[src/rtl/seg_scan_driver.sv]
// ============================================================================
//  Module      : seg_scan_driver
//  Description : Time-multiplexed 7-segment scan controller. Latches a frame
//                of BCD digits plus decimal points, scans a one-cold anode
//                across the digits with a blanking gap at the start of every
//                slot, and commits new frames only at the frame boundary.
//                Optional macro SEG_BLINK_EN adds per-digit blinking.
//  Revision    : 1.0 - initial release
// ============================================================================
`default_nettype none

module seg_scan_driver #(
   parameter int NUM_DIGITS   = 8,
   parameter int REFRESH_DIV  = 100000,
   parameter int BLANK_CYCLES = 500,
   parameter int BLINK_DIV    = 250
) (
   input  logic                    clk,
   input  logic                    reset_n,
   input  logic [4*NUM_DIGITS-1:0] digits_in,
   input  logic [NUM_DIGITS-1:0]   dp_in,
   input  logic                    load,
`ifdef SEG_BLINK_EN
   input  logic [NUM_DIGITS-1:0]   blink_mask,
`endif
   output logic                    pending,
   output logic                    frame_start,
   output logic [NUM_DIGITS-1:0]   anode,
   output logic [7:0]              cathode
);

   localparam int PW = (REFRESH_DIV > 1) ? $clog2(REFRESH_DIV) : 1;
   localparam int IW = $clog2(NUM_DIGITS);

   localparam logic [PW-1:0] PRESC_LAST = PW'(REFRESH_DIV - 1);
   localparam logic [PW-1:0] BLANK_LIM  = PW'(BLANK_CYCLES);
   localparam logic [IW-1:0] IDX_LAST   = IW'(NUM_DIGITS - 1);

   logic [PW-1:0]           presc;
   logic [IW-1:0]           idx;
   logic                    slot_end;
   logic                    wrap;

   logic [4*NUM_DIGITS-1:0] disp_code;
   logic [NUM_DIGITS-1:0]   disp_dp;
   logic [4*NUM_DIGITS-1:0] pend_code;
   logic [NUM_DIGITS-1:0]   pend_dp;

   logic [3:0]              cur_code;
   logic                    cur_dp;
   logic [6:0]              seg;
   logic                    digit_off;
   logic [NUM_DIGITS-1:0]   anode_next;

   assign slot_end    = (presc == PRESC_LAST);
   assign wrap        = slot_end && (idx == IDX_LAST);
   assign frame_start = wrap;

   // Slot prescaler and digit index; index advances once per full slot.
   always_ff @(posedge clk or negedge reset_n) begin
      if (!reset_n) begin
         presc <= '0;
         idx   <= '0;
      end else if (slot_end) begin
         presc <= '0;
         idx   <= wrap ? '0 : idx + 1'b1;
      end else begin
         presc <= presc + 1'b1;
      end
   end

   // Frame buffering: loads park in the pending bank and are promoted only on
   // the wrap cycle; a load on the wrap cycle itself bypasses straight to display.
   always_ff @(posedge clk or negedge reset_n) begin
      if (!reset_n) begin
         disp_code <= {NUM_DIGITS{4'hF}};
         disp_dp   <= '0;
         pend_code <= {NUM_DIGITS{4'hF}};
         pend_dp   <= '0;
         pending   <= 1'b0;
      end else if (wrap && load) begin
         disp_code <= digits_in;
         disp_dp   <= dp_in;
         pending   <= 1'b0;
      end else if (wrap && pending) begin
         disp_code <= pend_code;
         disp_dp   <= pend_dp;
         pending   <= 1'b0;
      end else if (load) begin
         pend_code <= digits_in;
         pend_dp   <= dp_in;
         pending   <= 1'b1;
      end
   end

   assign cur_code = disp_code[{idx, 2'b00} +: 4];
   assign cur_dp   = disp_dp[idx];

`ifdef SEG_BLINK_EN
   localparam int BW = (BLINK_DIV > 1) ? $clog2(BLINK_DIV) : 1;
   localparam logic [BW-1:0] BLINK_LAST = BW'(BLINK_DIV - 1);

   logic [BW-1:0] frame_cnt;
   logic          blink_on;

   // Blink phase toggles after every BLINK_DIV completed frames; starts visible.
   always_ff @(posedge clk or negedge reset_n) begin
      if (!reset_n) begin
         frame_cnt <= '0;
         blink_on  <= 1'b1;
      end else if (wrap) begin
         if (frame_cnt == BLINK_LAST) begin
            frame_cnt <= '0;
            blink_on  <= ~blink_on;
         end else begin
            frame_cnt <= frame_cnt + 1'b1;
         end
      end
   end

   // Mask is taken live so blinking digits can be chosen without a reload.
   assign digit_off = ~blink_on & blink_mask[idx];
`else
   assign digit_off = 1'b0;
`endif

   // BCD to active-low {g,f,e,d,c,b,a}; non-decimal codes blank the digit.
   always_comb begin
      seg = 7'h7F;
      case (cur_code)
         4'd0:    seg = 7'h40;
         4'd1:    seg = 7'h79;
         4'd2:    seg = 7'h24;
         4'd3:    seg = 7'h30;
         4'd4:    seg = 7'h19;
         4'd5:    seg = 7'h12;
         4'd6:    seg = 7'h02;
         4'd7:    seg = 7'h78;
         4'd8:    seg = 7'h00;
         4'd9:    seg = 7'h10;
         default: seg = 7'h7F;
      endcase
   end

   // Anode select: all off during the blanking window, else enable current digit.
   always_comb begin
      anode_next = '1;
      if (presc >= BLANK_LIM) begin
         anode_next[idx] = 1'b0;
      end
   end

   // Registered pin drivers so the pads see glitch-free levels.
   always_ff @(posedge clk or negedge reset_n) begin
      if (!reset_n) begin
         anode   <= '1;
         cathode <= 8'hFF;
      end else begin
         anode   <= anode_next;
         cathode <= digit_off ? 8'hFF : {~cur_dp, seg};
      end
   end

endmodule

`default_nettype wire

[config.mk]
export PLATFORM = sky130hd
export DESIGN_NAME = seg_scan_driver
export DESIGN_NICKNAME = d
export VERILOG_FILES = /design/src/rtl/seg_scan_driver.sv
export SDC_FILE = /design/constraint.sdc
export NUM_CORES = 1
export LEC_CHECK = 0
export ABC_AREA = 1
export BUFFER_PORTS_ARGS = -buffer_cell sky130_fd_sc_hd__buf_2
export CORE_MARGIN = 4
export CORE_UTILIZATION = 38
export CTS_BUF_LIST = sky130_fd_sc_hd__clkbuf_4
export DETAILED_ROUTE_END_ITERATION = 8
export PLACE_DENSITY_LB_ADDON = 0.08
export SLEW_MARGIN = 40
export SYNTH_ARGS = -nofsm -noshare
export SYNTH_HDL_FRONTEND = slang
export SYNTH_SLANG_ARGS = --single-unit
[constraint.sdc]
create_clock -name clk -period 2.05 [get_ports clk]
set_input_delay 0.205 -clock clk [delete_from_list [all_inputs] [get_ports clk]]
set_output_delay 0.205 -clock clk [all_outputs]
set_load 0.03 [all_outputs]
; Yosys cells after proc, flatten, opt, wreduce, memory -nomap -nowiden
; Memories as Yosys holds them, arrays and structs flattened. A register that Yosys moved wholly into a read port is not among the register bits.
; Index checks and enable logic that the tools add are counted.
[totals]
register_bits = 117
romBits = 112
input_bits = 43
output_inout_bits = 18
word_cells = 44
n_memories = 1
[mem_list]
columns = name, words, word_bits, read_ports, rd_clocked_by_memory_dff, wr, line_no
row1 = (name not given), 16, 7, 1, 1, 0, 130  ; case (cur_code)
[classes]
n_addsub = 2
magnitude_cmp = 3
eq_ne = 2
n_shift = 1
muxes = 14
bitwise_logic = 4
n_reduce_logical = 8
[ops]
columns = cell, n
row1 = 32-bit two-way mux, 2
row2 = 32-bit by 6-bit indexed part select with 4-bit output, 1
row3 = 8-bit two-way mux, 3
row4 = "17-bit by 1-bit adder with 17-bit output, second input constant", 1
row5 = "17-bit == test, second input constant", 1
row6 = "17-bit by 9-bit greater-or-equal comparator with 1-bit output, second input constant", 1
row7 = 17-bit two-way mux, 1
row8 = 8-bit NOT, 1
row9 = 1-bit two-way mux, 5
row10 = 1-bit logical AND, 4
row11 = "3-bit by 4-bit < comparator with 1-bit output, second input constant", 1
row12 = "3-bit by 1-bit adder with 3-bit output, second input constant", 1
row13 = 1-bit binary-select mux with 3-bit select, 1
row14 = 1-bit demux with 3-bit select, 1
row15 = "3-bit == test, second input constant", 1
row16 = "3-bit by 1-bit greater-or-equal comparator with 1-bit output, second input constant", 1
row17 = 3-bit two-way mux, 1
row18 = 1-bit NOT, 3
row19 = 3-bit AND reduction, 1
row20 = 3-bit nonzero test, 1
row21 = 2-bit nonzero test, 1
row22 = 1-bit zero test, 1

; Longest topological paths before layout
; Gate-level depths: netlist (run 1).
[depth]
ltp_word = 6
depth_mapped = 15
ltp_nobuf = 13

; Worst setup path before layout (run 1)
; Ideal clock, no wire load.
[synth_path]
kind = reg2out
from = register presc[0]
to = output port frame_start
arrival_ns = 1.576
required_ns = 1.845
slack_ns = 0.269
stages_incl_launch_ff = 9
n_path_buf = 1
cell_sequence = dfrtp_1 ha_1 nand2_1 nor2_4 inv_2 nor2_4 nand2_1 buf_2 nor2_1
[synth_via]
elab_chain_len = 2
[synth_rtl]
columns = item, line_no
row1 = "start, declared", 39  ; logic [PW-1:0] presc;
row2 = "start signal, assigned", 68  ; presc <= presc + 1'b1;
row3 = 17-bit == test, 55  ; assign slot_end = (presc == PRESC_LAST);
row4 = 1-bit logical AND, 56  ; assign wrap = slot_end && (idx == IDX_LAST);
row5 = "end, declared", 27  ; output logic frame_start,
; No other way between the ends.

; Worst setup path after layout (run 1)
; Ends and elaborated chain as after synthesis.

==> results of run 1 <==
[sequential cells by signal, indices dropped and copies added (netlist names), 3 cells and up]
register / flops
anode: 8
cathode: 8
pend_dp: 8
presc: 17
disp_dp: 8
idx: 3
disp_code: 32
pend_code: 32
[final cells by class]
type,instances,area share [%]
repair buffers,143,14.5
inverters,86,4.27
clock inverters,13,1.85
well taps,216,3.56
multi-input cells,601,34.0
flip-flops and latches,117,39.9
clock buffers,19,1.88
[cells in the mapped netlist (2+ instances only)]
cell type	count
sky130_fd_sc_hd__buf_2	13
sky130_fd_sc_hd__inv_1	82
sky130_fd_sc_hd__nand2_2	2
sky130_fd_sc_hd__nor3_1	6
sky130_fd_sc_hd__a31oi_1	2
sky130_fd_sc_hd__ha_1	9
sky130_fd_sc_hd__a21oi_1	4
sky130_fd_sc_hd__nand4_1	11
sky130_fd_sc_hd__nand2_1	377
sky130_fd_sc_hd__buf_4	5
sky130_fd_sc_hd__o211ai_1	3
sky130_fd_sc_hd__xor2_1	3
sky130_fd_sc_hd__dfrtp_1	37
sky130_fd_sc_hd__clkbuf_1	15
sky130_fd_sc_hd__buf_1	4
sky130_fd_sc_hd__dfstp_2	80
sky130_fd_sc_hd__nor2_4	2
sky130_fd_sc_hd__nor2_1	106
sky130_fd_sc_hd__or2_2	2
sky130_fd_sc_hd__o21ai_0	14
sky130_fd_sc_hd__nand3_1	53
sky130_fd_sc_hd__inv_2	3
[worst paths after layout]
path,from,to,slack [ps],cells after the start
max,presc[0]$_DFF_PN0_,frame_start,90,8
min,load,pending$_DFFE_PN0P_,80,4
max reg2reg,idx[1]$_DFFE_PN0N_,cathode[0]$_DFF_PN1_,190,11
min reg2reg,pend_code[14]$_DFFE_PN1P_,pend_code[14]$_DFFE_PN1P_,470,2
max in group asynchronous,reset_n,pend_code[13]$_DFFE_PN1P_,1150,3
min in group asynchronous,reset_n,presc[15]$_DFF_PN0_,210,2
[cell families (layout without fill, tap and decap cells)]
group | count (synthesis) | count (layout) | synth area share (%)
AND/OR/NAND/NOR | 563 | 563 | 37.1
buffers and inverters | 125 | 261 | 8.43
flip-flops | 117 | 117 | 49.7
AO/OA/AOI/OAI | 26 | 26 | 2.40
adder cells (fa/ha/maj) | 9 | 9 | 1.85
XOR/XNOR | 3 | 3 | 0.432
[metal layers]
metal,vias to the layer above,track usage [%]
met5,-,0
met4,0,6.39
met3,24,3.65
met2,75,28.6
met1,2508,23.7
li1,2807,-
[worst reg2reg max path, cell delays in order (launching register included)]
cell	delay [ps]
sky130_fd_sc_hd__dfrtp_1	420
sky130_fd_sc_hd__buf_4	150
sky130_fd_sc_hd__inv_1	200
sky130_fd_sc_hd__nand2_1	90
sky130_fd_sc_hd__nand2_1	60
sky130_fd_sc_hd__nand2_1	40
sky130_fd_sc_hd__nand2_1	150
sky130_fd_sc_hd__inv_1	120
sky130_fd_sc_hd__ha_1	210
sky130_fd_sc_hd__nand3b_1	190
sky130_fd_sc_hd__nand3_1	100
sky130_fd_sc_hd__nand2_1	50
[what timing repair did]
action                                  in CTS  in global routing
gates resized for setup                      9                  6
buffers inserted                             9                  8
pin swaps                                    5                  3
hold endpoints to repair                    94                  0
hold buffers                                41                  0
endpoints found under the setup margin       1                 26
[placed cells by master, fill, tap and decap left out, types with 14 or more instances in the layout]
cell type	Yosys	routed
sky130_fd_sc_hd__dfrtp_1	37	36
sky130_fd_sc_hd__clkbuf_4	0	19
sky130_fd_sc_hd__nand3_1	53	53
sky130_fd_sc_hd__inv_1	82	80
sky130_fd_sc_hd__buf_4	5	37
sky130_fd_sc_hd__dfstp_2	80	80
sky130_fd_sc_hd__dlygate4sd3_1	0	41
sky130_fd_sc_hd__nand2_1	377	375
sky130_fd_sc_hd__o21ai_0	14	14
sky130_fd_sc_hd__buf_2	13	58
sky130_fd_sc_hd__nor2_1	106	104
[per-stage QoR]
stage | area (um^2) | setup TNS, ps | worst slack, ps
floorplan | 6090 | 0 | 269
global placement | 6740 | 0 | 142
detailed placement | 6740 | 0 | 106
CTS | 7520 | 0 | 5.46
global route | 7590 | -68.7 | -68.7
finish | 7590 | 0 | 87.1
[power by group]
part / switching [uW] / internal [uW]
Combinational: 206 / 170
Sequential: 36.8 / 2420
Clock: 877 / 846
Total: 1120 / 3440
==> impl_metrics.env, run 1 <==
export IMPL_groute_usage_overall_pct=17.7
export IMPL_grt_pass1_wl_mm=25.8
export IMPL_synth_cell_area_um2=6090
export IMPL_finalNetCount=1018
export IMPL_period_needed_ps=1960
export IMPL_met1Wirelength_mm=7.37
export IMPL_place_congestion=0.866
export IMPL_largest_net_degree_at_the_start_of_global_routing=42
export IMPL_fin_skew_ps=18.1
export IMPL_route_vias_total=5414
export IMPL_fp_coreArea_um2=15800
export IMPL_met3_wirelength_um=419
export IMPL_synthTopCellsByArea="sky130_fd_sc_hd__dfstp_2, sky130_fd_sc_hd__nand2_1, sky130_fd_sc_hd__dfrtp_1"
export IMPL_path_delay_family="simple AND/OR/NAND/NOR gates"
export IMPL_dpl_hpwl_mm=10.6
export IMPL_p_leak_uw=0.00416
export IMPL_dpl_cell_count=1106
export IMPL_critical_path_required_ps=1850
export IMPL_vdd_ir_drop_worst_mv=0.332
export IMPL_timing_final_hold_violations=0
export IMPL_die_h_um=135
export IMPL_fill_cells=1645
export IMPL_wl_mm=15.2
export IMPL_drt_pass1_iter_count=5
export IMPL_vias_in_the_first_global_route=5408
export IMPL_synth_unique_cells=32
export IMPL_clkTransAtPathRegs_ps=100
export IMPL_fin_worst_hold_slack_ps=78.2
export IMPL_met2_length_mm=7.08
export IMPL_postSynth_topFlopCell="sky130_fd_sc_hd__dfstp_2"
export IMPL_area_delta_synth_final_pct=24.7
export IMPL_critPathCaptureType="primary output"
export IMPL_worst_max_slew_pin_slew_ps=591
export IMPL_cell_row_count=46
export IMPL_final_layout_size_suffix_gt1_share_pct=23.5
export IMPL_initial_core_util_pct=38.6
export IMPL_detail_route_antenna_nets=0
export IMPL_synth_yosys_warnings=0
export IMPL_multi_input_area_um2=2580
export IMPL_syn_area_per_cell_um2=7.22
export IMPL_maximum_frequency_from_static_timing_analysis_ghz=0.509
export IMPL_die_width_um=135
export IMPL_dieArea_um2=18100
export IMPL_synth_edff_count=0
export IMPL_worstPathBufferInverterCount=2
export IMPL_root_buffer="sky130_fd_sc_hd__clkbuf_4"
export IMPL_rsz0062_at_grt="yes"
export IMPL_report_final_setup_viol=0
export IMPL_netlist_instances=843
export IMPL_timing_critical_path_slowest_cell_delay_ps=380
export IMPL_post_route_clock_period_utilization_pct=95.7
export IMPL_p_per_area_nw_per_um2=601
export IMPL_dr_max_layer_used="met4"
export IMPL_tritoncts_num_buffers=17
export IMPL_crit_type="flip-flop to primary output"
export IMPL_cts_htree_levels=4
export IMPL_globalRouteOverflowTotal=0
export IMPL_maxCapViolCount=0
export IMPL_synthDominantCellAreaShare_pct=34.5
export IMPL_seqCellArea_um2=3030
export IMPL_initial_antenna_violation_count=0
export IMPL_i_o_pin_count=61
export IMPL_synth_top_area_cell="sky130_fd_sc_hd__dfstp_2"
export IMPL_cts_sink_count=117
export IMPL_utilization_pct=48.1
export IMPL_power_uw=4560
export IMPL_slew_headroom_pct=60.6
export IMPL_asr_flop_ratio_synth_pct=100
export IMPL_worst_skew_pair_latency_ps=540
export IMPL_seq_area_frac_synth_pct=49.7
export IMPL_antennaDiodeCount=0
export IMPL_crit_path_max_fanout=2
export IMPL_layout_cells_non_filler=1195
export IMPL_cts_max_path_buffers=2
export IMPL_routed_via_count_divided_by_cell_count=4.53
export IMPL_cp_slowest_cell="sky130_fd_sc_hd__dfrtp_1"
export IMPL_crit_path_frequent_cell="sky130_fd_sc_hd__nor2_4"
export IMPL_critical_path_arrival_ps=1760
export IMPL_buffer_ports_inserted=60
export IMPL_drv_slew=0
export IMPL_run_status="complete, no violations"
export IMPL_drc=0
export IMPL_ys_ff_latch=117
export IMPL_route_detailed_wl_per_inst_um=12.7
export IMPL_dr_first_iter_drc_count=232
export IMPL_tritoncts="built"
export IMPL_timing_critical_path_cells="ha_2 > nand2_2 > nor2_4 > inv_2 > nor2_4 > nand2_2 > nor2_4 > buf_6"
export IMPL_mappedNetlistNets=895
export IMPL_holdCritPathClass="primary input to flip-flop"
export IMPL_critPathLaunchType="flip-flop"
No activity file was read; power rests on OpenSTA's default activity.
==> inputs of run 2 (changes only) <==
- CORE_UTILIZATION: 38 -> 30
==> run 2 against run 1 <==
Non-clock buffer count down 2. Worst setup slack better by 33 ps. Register-to-register slack hardly changed. Final area rose by 0.61%. Sequential cell count did not move. Sequential power hardly changed. Count of clock-buffer cells in the layout is 1 higher. Combinational power rose by 1%.
==> impl_metrics.env, run 2 (synthesis gave the netlist of run 1 again) <==
export IMPL_run_status="complete, no violations"
export IMPL_vdd_ir_drop_worst_mv=0.285
export IMPL_largest_net_degree_at_the_start_of_global_routing=53
export IMPL_cell_row_count=51
export IMPL_crit_path_frequent_cell="sky130_fd_sc_hd__buf_6"
export IMPL_maximum_frequency_from_static_timing_analysis_ghz=0.518
export IMPL_share_seq_of_total_power_pct=55.1
export IMPL_dpl_hpwl_mm=11.1
export IMPL_post_route_clock_period_utilization_pct=94.2
export IMPL_worst_max_slew_pin_slew_ps=479
export IMPL_mostFrequentLayoutCells="sky130_fd_sc_hd__nand2_1, sky130_fd_sc_hd__nor2_1, sky130_fd_sc_hd__inv_1"
export IMPL_worst_hold_path_endpoint="pending$_DFFE_PN0P_"
export IMPL_cts_max_path_buffers=2
export IMPL_tritoncts_num_buffers=17
export IMPL_cts_sink_count=117
export IMPL_clkTransAtPathRegs_ps=120
export IMPL_crit_type="flip-flop to primary output"
export IMPL_groute_usage_overall_pct=15.1
export IMPL_reg_top3="disp_code (32), pend_code (32), presc (17)"
export IMPL_i_o_pin_count=61
export IMPL_root_buffer="sky130_fd_sc_hd__clkbuf_4"
export IMPL_drv_slew=0
export IMPL_drt_pass1_iter_count=4
export IMPL_buffer_ports_inserted=60
export IMPL_holdCritPathClass="primary input to flip-flop"
export IMPL_drc=0
export IMPL_crit_path_max_fanout=5
export IMPL_tritoncts="built"
export IMPL_fin_worst_hold_slack_ps=120
export IMPL_p_per_area_nw_per_um2=585
export IMPL_clock_power_share_pct=36.4
export IMPL_critical_path_required_ps=1850
export IMPL_p_leak_uw=0.00416
export IMPL_critPathLaunchType="flip-flop"
export IMPL_finalNetCount=1016
export IMPL_multi_input_area_um2=2590
export IMPL_fin_skew_ps=27.4
export IMPL_period_needed_ps=1930
export IMPL_p_sw_uw=1130
export IMPL_route_detailed_wl_per_inst_um=13.1
export IMPL_critical_path_arrival_ps=1730
export IMPL_r2r_cells=13
export IMPL_timing_critical_path_slowest_cell_delay_ps=420
export IMPL_fill_cells=2124
export IMPL_report_final_setup_viol=0
export IMPL_power_internal_uw=3340
export IMPL_worst_skew_pair_latency_ps=520
export IMPL_maxCapViolCount=0
export IMPL_timing_reg2reg_setup_slack_ps=200
export IMPL_grt_pass1_wl_mm=27.2
export IMPL_final_layout_size_suffix_gt1_share_pct=23.4
export IMPL_initial_antenna_violation_count=1
export IMPL_layout_commonest_cell="sky130_fd_sc_hd__nand2_1"
export IMPL_die_h_um=150
export IMPL_rsz0062_at_grt="yes"
export IMPL_detail_route_antenna_nets=0
export IMPL_seqCellArea_um2=3030
export IMPL_cp_slowest_cell="sky130_fd_sc_hd__dfrtp_1"
export IMPL_reg2reg_to="cathode[3]$_DFF_PN1_"
export IMPL_worst_r2r_startpoint="idx[0]$_DFFE_PN0N_"
export IMPL_cts_htree_levels=4
export IMPL_fp_coreArea_um2=19700
export IMPL_die_width_um=150
export IMPL_critPathCaptureType="primary output"
export IMPL_timing_critical_path_cells="buf_6 > ha_1 > ha_4 > inv_2 > nor2_4 > buf_6"
export IMPL_area_delta_synth_final_pct=25.4
export IMPL_dieArea_um2=22600
export IMPL_worstHoldPathCells=4
export IMPL_slew_headroom_pct=68.1
export IMPL_routed_via_count_divided_by_cell_count=4.31
export IMPL_power_uw=4460
export IMPL_place_congestion=0.854
export IMPL_dr_first_iter_drc_count=240
export IMPL_tns_ps=0
export IMPL_globalRouteOverflowTotal=0
export IMPL_wl_mm=16.3
export IMPL_initial_core_util_pct=30.9
export IMPL_power_combinational_fraction_pct=8.5
export IMPL_route_vias_total=5356
export IMPL_vias_in_the_first_global_route=5416
export IMPL_min_from="load"
export IMPL_timing_final_hold_violations=0
export IMPL_p_sw_share_pct=25.3
[run 2: stage by stage]
step / worst slack (ps) / utilization, % / instances / area (um^2)
2_1_floorplan: 269 / - / 843 / 6090
3_3_place_gp: 186 / 34.4 / 1154 / 6790
4_1_cts: 2.20 / 38.5 / 1238 / 7590
5_1_grt: -71.4 / 38.7 / 1244 / 7630
6_report: 120 / 38.7 / 1244 / 7630
3_5_place_dp: 174 / 34.4 / 1154 / 6790
[run 2: final cells by class]
cell class	instances	area share (%)
Sequential cell	117	39.7
Antenna cell	2	0.0656
Clock buffer	20	1.97
Multi-Input combinational cell	601	34.0
Inverter	86	4.23
Tap cell	265	4.34
Clock inverter	12	1.47
Timing Repair Buffer	141	14.3
[run 2: critical path, delay by kind of cell (launching register included)]
family / cells / cell delay, ps
fa+ha+maj: 2 / 400
buf+inv: 3 / 350
flops: 1 / 420
simple gates: 1 / 50
[run 2: repair_timing]
action / CTS / global route
hold buffers: 41 / 0
hold endpoints to repair: 110 / 0
buffers inserted: 11 / 4
pin swaps: 5 / 4
gates resized for setup: 14 / 2
endpoints found under the setup margin: 1 / 23
[run 2: worst max path at each step]
stage / from / end / slack [ps] / cells after the start
finish: idx[0]$_DFFE_PN0N_ / frame_start / 120 / 6
detailed placement: presc[0]$_DFF_PN0_ / pend_code[12]$_DFFE_PN1P_ / 170 / 10
global placement: presc[0]$_DFF_PN0_ / pend_code[2]$_DFFE_PN1P_ / 190 / 10
global route: presc[0]$_DFF_PN0_ / frame_start / -70 / 8
CTS: presc[0]$_DFF_PN0_ / frame_start / 2 / 8
floorplan: presc[0]$_DFF_PN0_ / frame_start / 270 / 8
[run 2: routing by layer]
layer	GRT usage (%)	routed length, um	up-vias
li1	-	-	2791
met1	19.9	7740	2470
met2	25.1	7650	84
met3	3.49	615	11
met4	4.12	262	0
met5	0	0	-
[run 2: power by group through the flow]
stage	Combinational, uW	Sequential, uW	Clock [uW]
after CTS	391	2460	1700
after floorplan	172	2490	0
after global placement	330	2500	0
final	380	2460	1620
after global routing	440	2470	1800
after detailed placement	329	2500	0
==> inputs of run 3 (changes only) <==
- RECOVER_POWER: not set -> 25
==> run 3 against run 2 <==
The flow now finishes with violations (capacitance limit, slew limit). Sequential power barely moved. Clock skew unchanged. Sequential cell count unchanged. Worst setup slack unchanged. Routed wire length is essentially flat. Register-to-register slack barely moved. Sequential share of layout area rose by 0.065 points. Via count barely moved. Combinational power about the same. Die area unchanged. Critical path type unchanged. Largest power group unchanged.
==> impl_metrics.env, run 3 (synthesis gave the netlist of run 1 again) <==
export IMPL_run_status="complete, but fails checks"
export IMPL_failing_checks="capacitance limit, slew limit"
export IMPL_drv_slew=30
export IMPL_globalRouteOverflowTotal=0
export IMPL_r2r_cells=13
export IMPL_critical_path_depth=6
export IMPL_area_of_all_placed_cells_without_fillers_um2=7620
export IMPL_buffer_ports_inserted=60
export IMPL_holdCritPathClass="primary input to flip-flop"
export IMPL_worstSetupStartpoint="idx[0]$_DFFE_PN0N_"
export IMPL_maxCapViolCount=1
export IMPL_placedInstanceArea_um2=6790
export IMPL_post_route_clock_period_utilization_pct=94.2
export IMPL_p_per_area_nw_per_um2=585
export IMPL_final_layout_size_suffix_gt1_share_pct=23.3
export IMPL_cts_sink_count=117
export IMPL_fin_skew_ps=27.4
export IMPL_crit_type="flip-flop to primary output"
export IMPL_dieArea_um2=22600
export IMPL_worst_skew_pair_latency_ps=520
export IMPL_clock_power_share_pct=36.4
export IMPL_tritoncts_num_buffers=17
export IMPL_power_combinational_fraction_pct=8.5
export IMPL_path_delay_family="flip-flops"
export IMPL_slew_headroom_pct=-11.8
export IMPL_dr_first_iter_drc_count=240
export IMPL_critPathCaptureType="primary output"
export IMPL_mostFrequentLayoutCells="sky130_fd_sc_hd__nand2_1, sky130_fd_sc_hd__nor2_1, sky130_fd_sc_hd__inv_1"
export IMPL_period_needed_ps=1930
export IMPL_p_leak_uw=0.00415
export IMPL_p_sw_share_pct=25.3
export IMPL_route_vias_total=5357
export IMPL_worstPathBufferInverterCount=3
export IMPL_routed_via_count_divided_by_cell_count=4.31
export IMPL_cp_slowest_cell="sky130_fd_sc_hd__dfrtp_1"
export IMPL_critical_path_arrival_ps=1730
export IMPL_groute_usage_overall_pct=15.1
export IMPL_timing_final_hold_violations=0
export IMPL_root_buffer="sky130_fd_sc_hd__clkbuf_4"
export IMPL_dpl_hpwl_mm=11.1
export IMPL_report_final_setup_viol=0
export IMPL_critPathLaunchType="flip-flop"
export IMPL_maximum_frequency_from_static_timing_analysis_ghz=0.518
export IMPL_die_h_um=150
export IMPL_vdd_ir_drop_worst_mv=0.285
export IMPL_power_internal_uw=3330
export IMPL_timing_critical_path_cells="buf_6 > ha_1 > ha_4 > inv_2 > nor2_4 > buf_6"
export IMPL_route_detailed_wl_per_inst_um=13.1
export IMPL_finalNetCount=1016
export IMPL_crit_path_max_fanout=5
export IMPL_die_width_um=150
export IMPL_cts_htree_levels=4
export IMPL_share_seq_of_total_power_pct=55.1
export IMPL_largest_net_degree_at_the_start_of_global_routing=53
export IMPL_utilization_pct=38.7
export IMPL_p_sw_uw=1130
export IMPL_place_congestion=0.854
export IMPL_reg_top3="disp_code (32), pend_code (32), presc (17)"
export IMPL_timing_critical_path_slowest_cell_delay_ps=420
export IMPL_drt_pass1_iter_count=4
export IMPL_area_delta_synth_final_pct=25.2
export IMPL_rsz0062_at_grt="yes"
export IMPL_min_from="load"
export IMPL_fill_cells=2126
export IMPL_tns_ps=0
export IMPL_clkTransAtPathRegs_ps=120
export IMPL_worstHoldPathCells=4
export IMPL_vias_in_the_first_global_route=5416
export IMPL_fp_coreArea_um2=19700
export IMPL_cell_row_count=51
export IMPL_tritoncts="built"
export IMPL_cts_max_path_buffers=2
export IMPL_initial_antenna_violation_count=1
export IMPL_critical_path_required_ps=1850
export IMPL_worst_r2r_startpoint="idx[0]$_DFFE_PN0N_"
export IMPL_worst_max_slew_pin_slew_ps=1680
export IMPL_crit_path_frequent_cell="sky130_fd_sc_hd__buf_6"
export IMPL_initial_core_util_pct=30.9
export IMPL_drc=0
export IMPL_i_o_pin_count=61
export IMPL_grt_pass1_wl_mm=27.2
export IMPL_detail_route_antenna_nets=0
export IMPL_layout_commonest_cell="sky130_fd_sc_hd__nand2_1"
export IMPL_wl_mm=16.3
==> run 3: cell types whose count changed in the layout (fill, tap and decap cells not counted) <==
| cell | before | now |
|---|---|---|
| sky130_fd_sc_hd__buf_4 | 34 | 33 |
| sky130_fd_sc_hd__buf_6 | 3 | 4 |
| sky130_fd_sc_hd__buf_12 | 5 | 4 |
| sky130_fd_sc_hd__clkbuf_1 | 0 | 1 |
==> run 3: stage by stage <==
step / total power [uW] / worst slack [ps] / std cells / hold slack, ps
floorplan: 2660 / 269 / 843 / -90.6
CTS: 4550 / 2.20 / 1238 / 80.4
global placement: 2830 / 186 / 1154 / 175
finish: 4460 / 120 / 1244 / 120
detailed placement: 2830 / 174 / 1154 / 171
global route: 4710 / -71.4 / 1244 / 101
==> run 3: layout make-up <==
type / count / area, um^2 / area share [%]
diodes: 2 / 5.00 / 0.0657
clock buffers: 20 / 150 / 1.97
clock inverters: 12 / 113 / 1.48
inverters: 86 / 323 / 4.24
multi-input cells: 601 / 2590 / 34.0
flip-flops and latches: 117 / 3030 / 39.7
well taps: 265 / 332 / 4.35
repair buffers: 141 / 1080 / 14.1
==> run 3: tightest hold or removal path, delay by kind of cell <==
| kind | cells | cell delay [ps] |
|---|---|---|
| and+or+nand+nor | 2 | 230 |
| buffers and inverters | 2 | 180 |
==> run 3: power by group through the flow <==
stage / Combinational [uW] / Clock [uW] / Sequential [uW]
after CTS: 391 / 1700 / 2460
after detailed placement: 329 / 0 / 2500
after floorplan: 172 / 0 / 2490
after global placement: 330 / 0 / 2500
after global routing: 437 / 1800 / 2470
final: 377 / 1620 / 2460
==> run 3: worst paths after layout <==
| path | endpoint | slack [ps] |
|---|---|---|
| min in group asynchronous | presc[7]$_DFF_PN0_ | 650 |
| hold / removal | pending$_DFFE_PN0P_ | 120 |
| setup reg to reg | cathode[3]$_DFF_PN1_ | 200 |
| hold reg to reg | pend_code[29]$_DFFE_PN1P_ | 470 |
| setup / recovery | frame_start | 120 |
| max in group asynchronous | disp_code[20]$_DFFE_PN1P_ | 260 |
==> run 3: routing by layer <==
layer  GRT usage [%]  vias up  share of wire (%)  wire length, um
met5               0        -                  0                0
met4            4.12        0                1.6              262
met1            19.9     2471                 48             7740
li1                -     2791                  -                -
met3            3.49       11                3.8              615
met2            25.1       84                 47             7650
==> run 3: timing repair <==
action	CTS	global route
setup endpoints to repair	1	23
hold buffers	41	0
hold endpoints to repair	110	0
pin swaps	5	4
cloned	0	0
buffers inserted	11	4
gates resized for setup	14	2
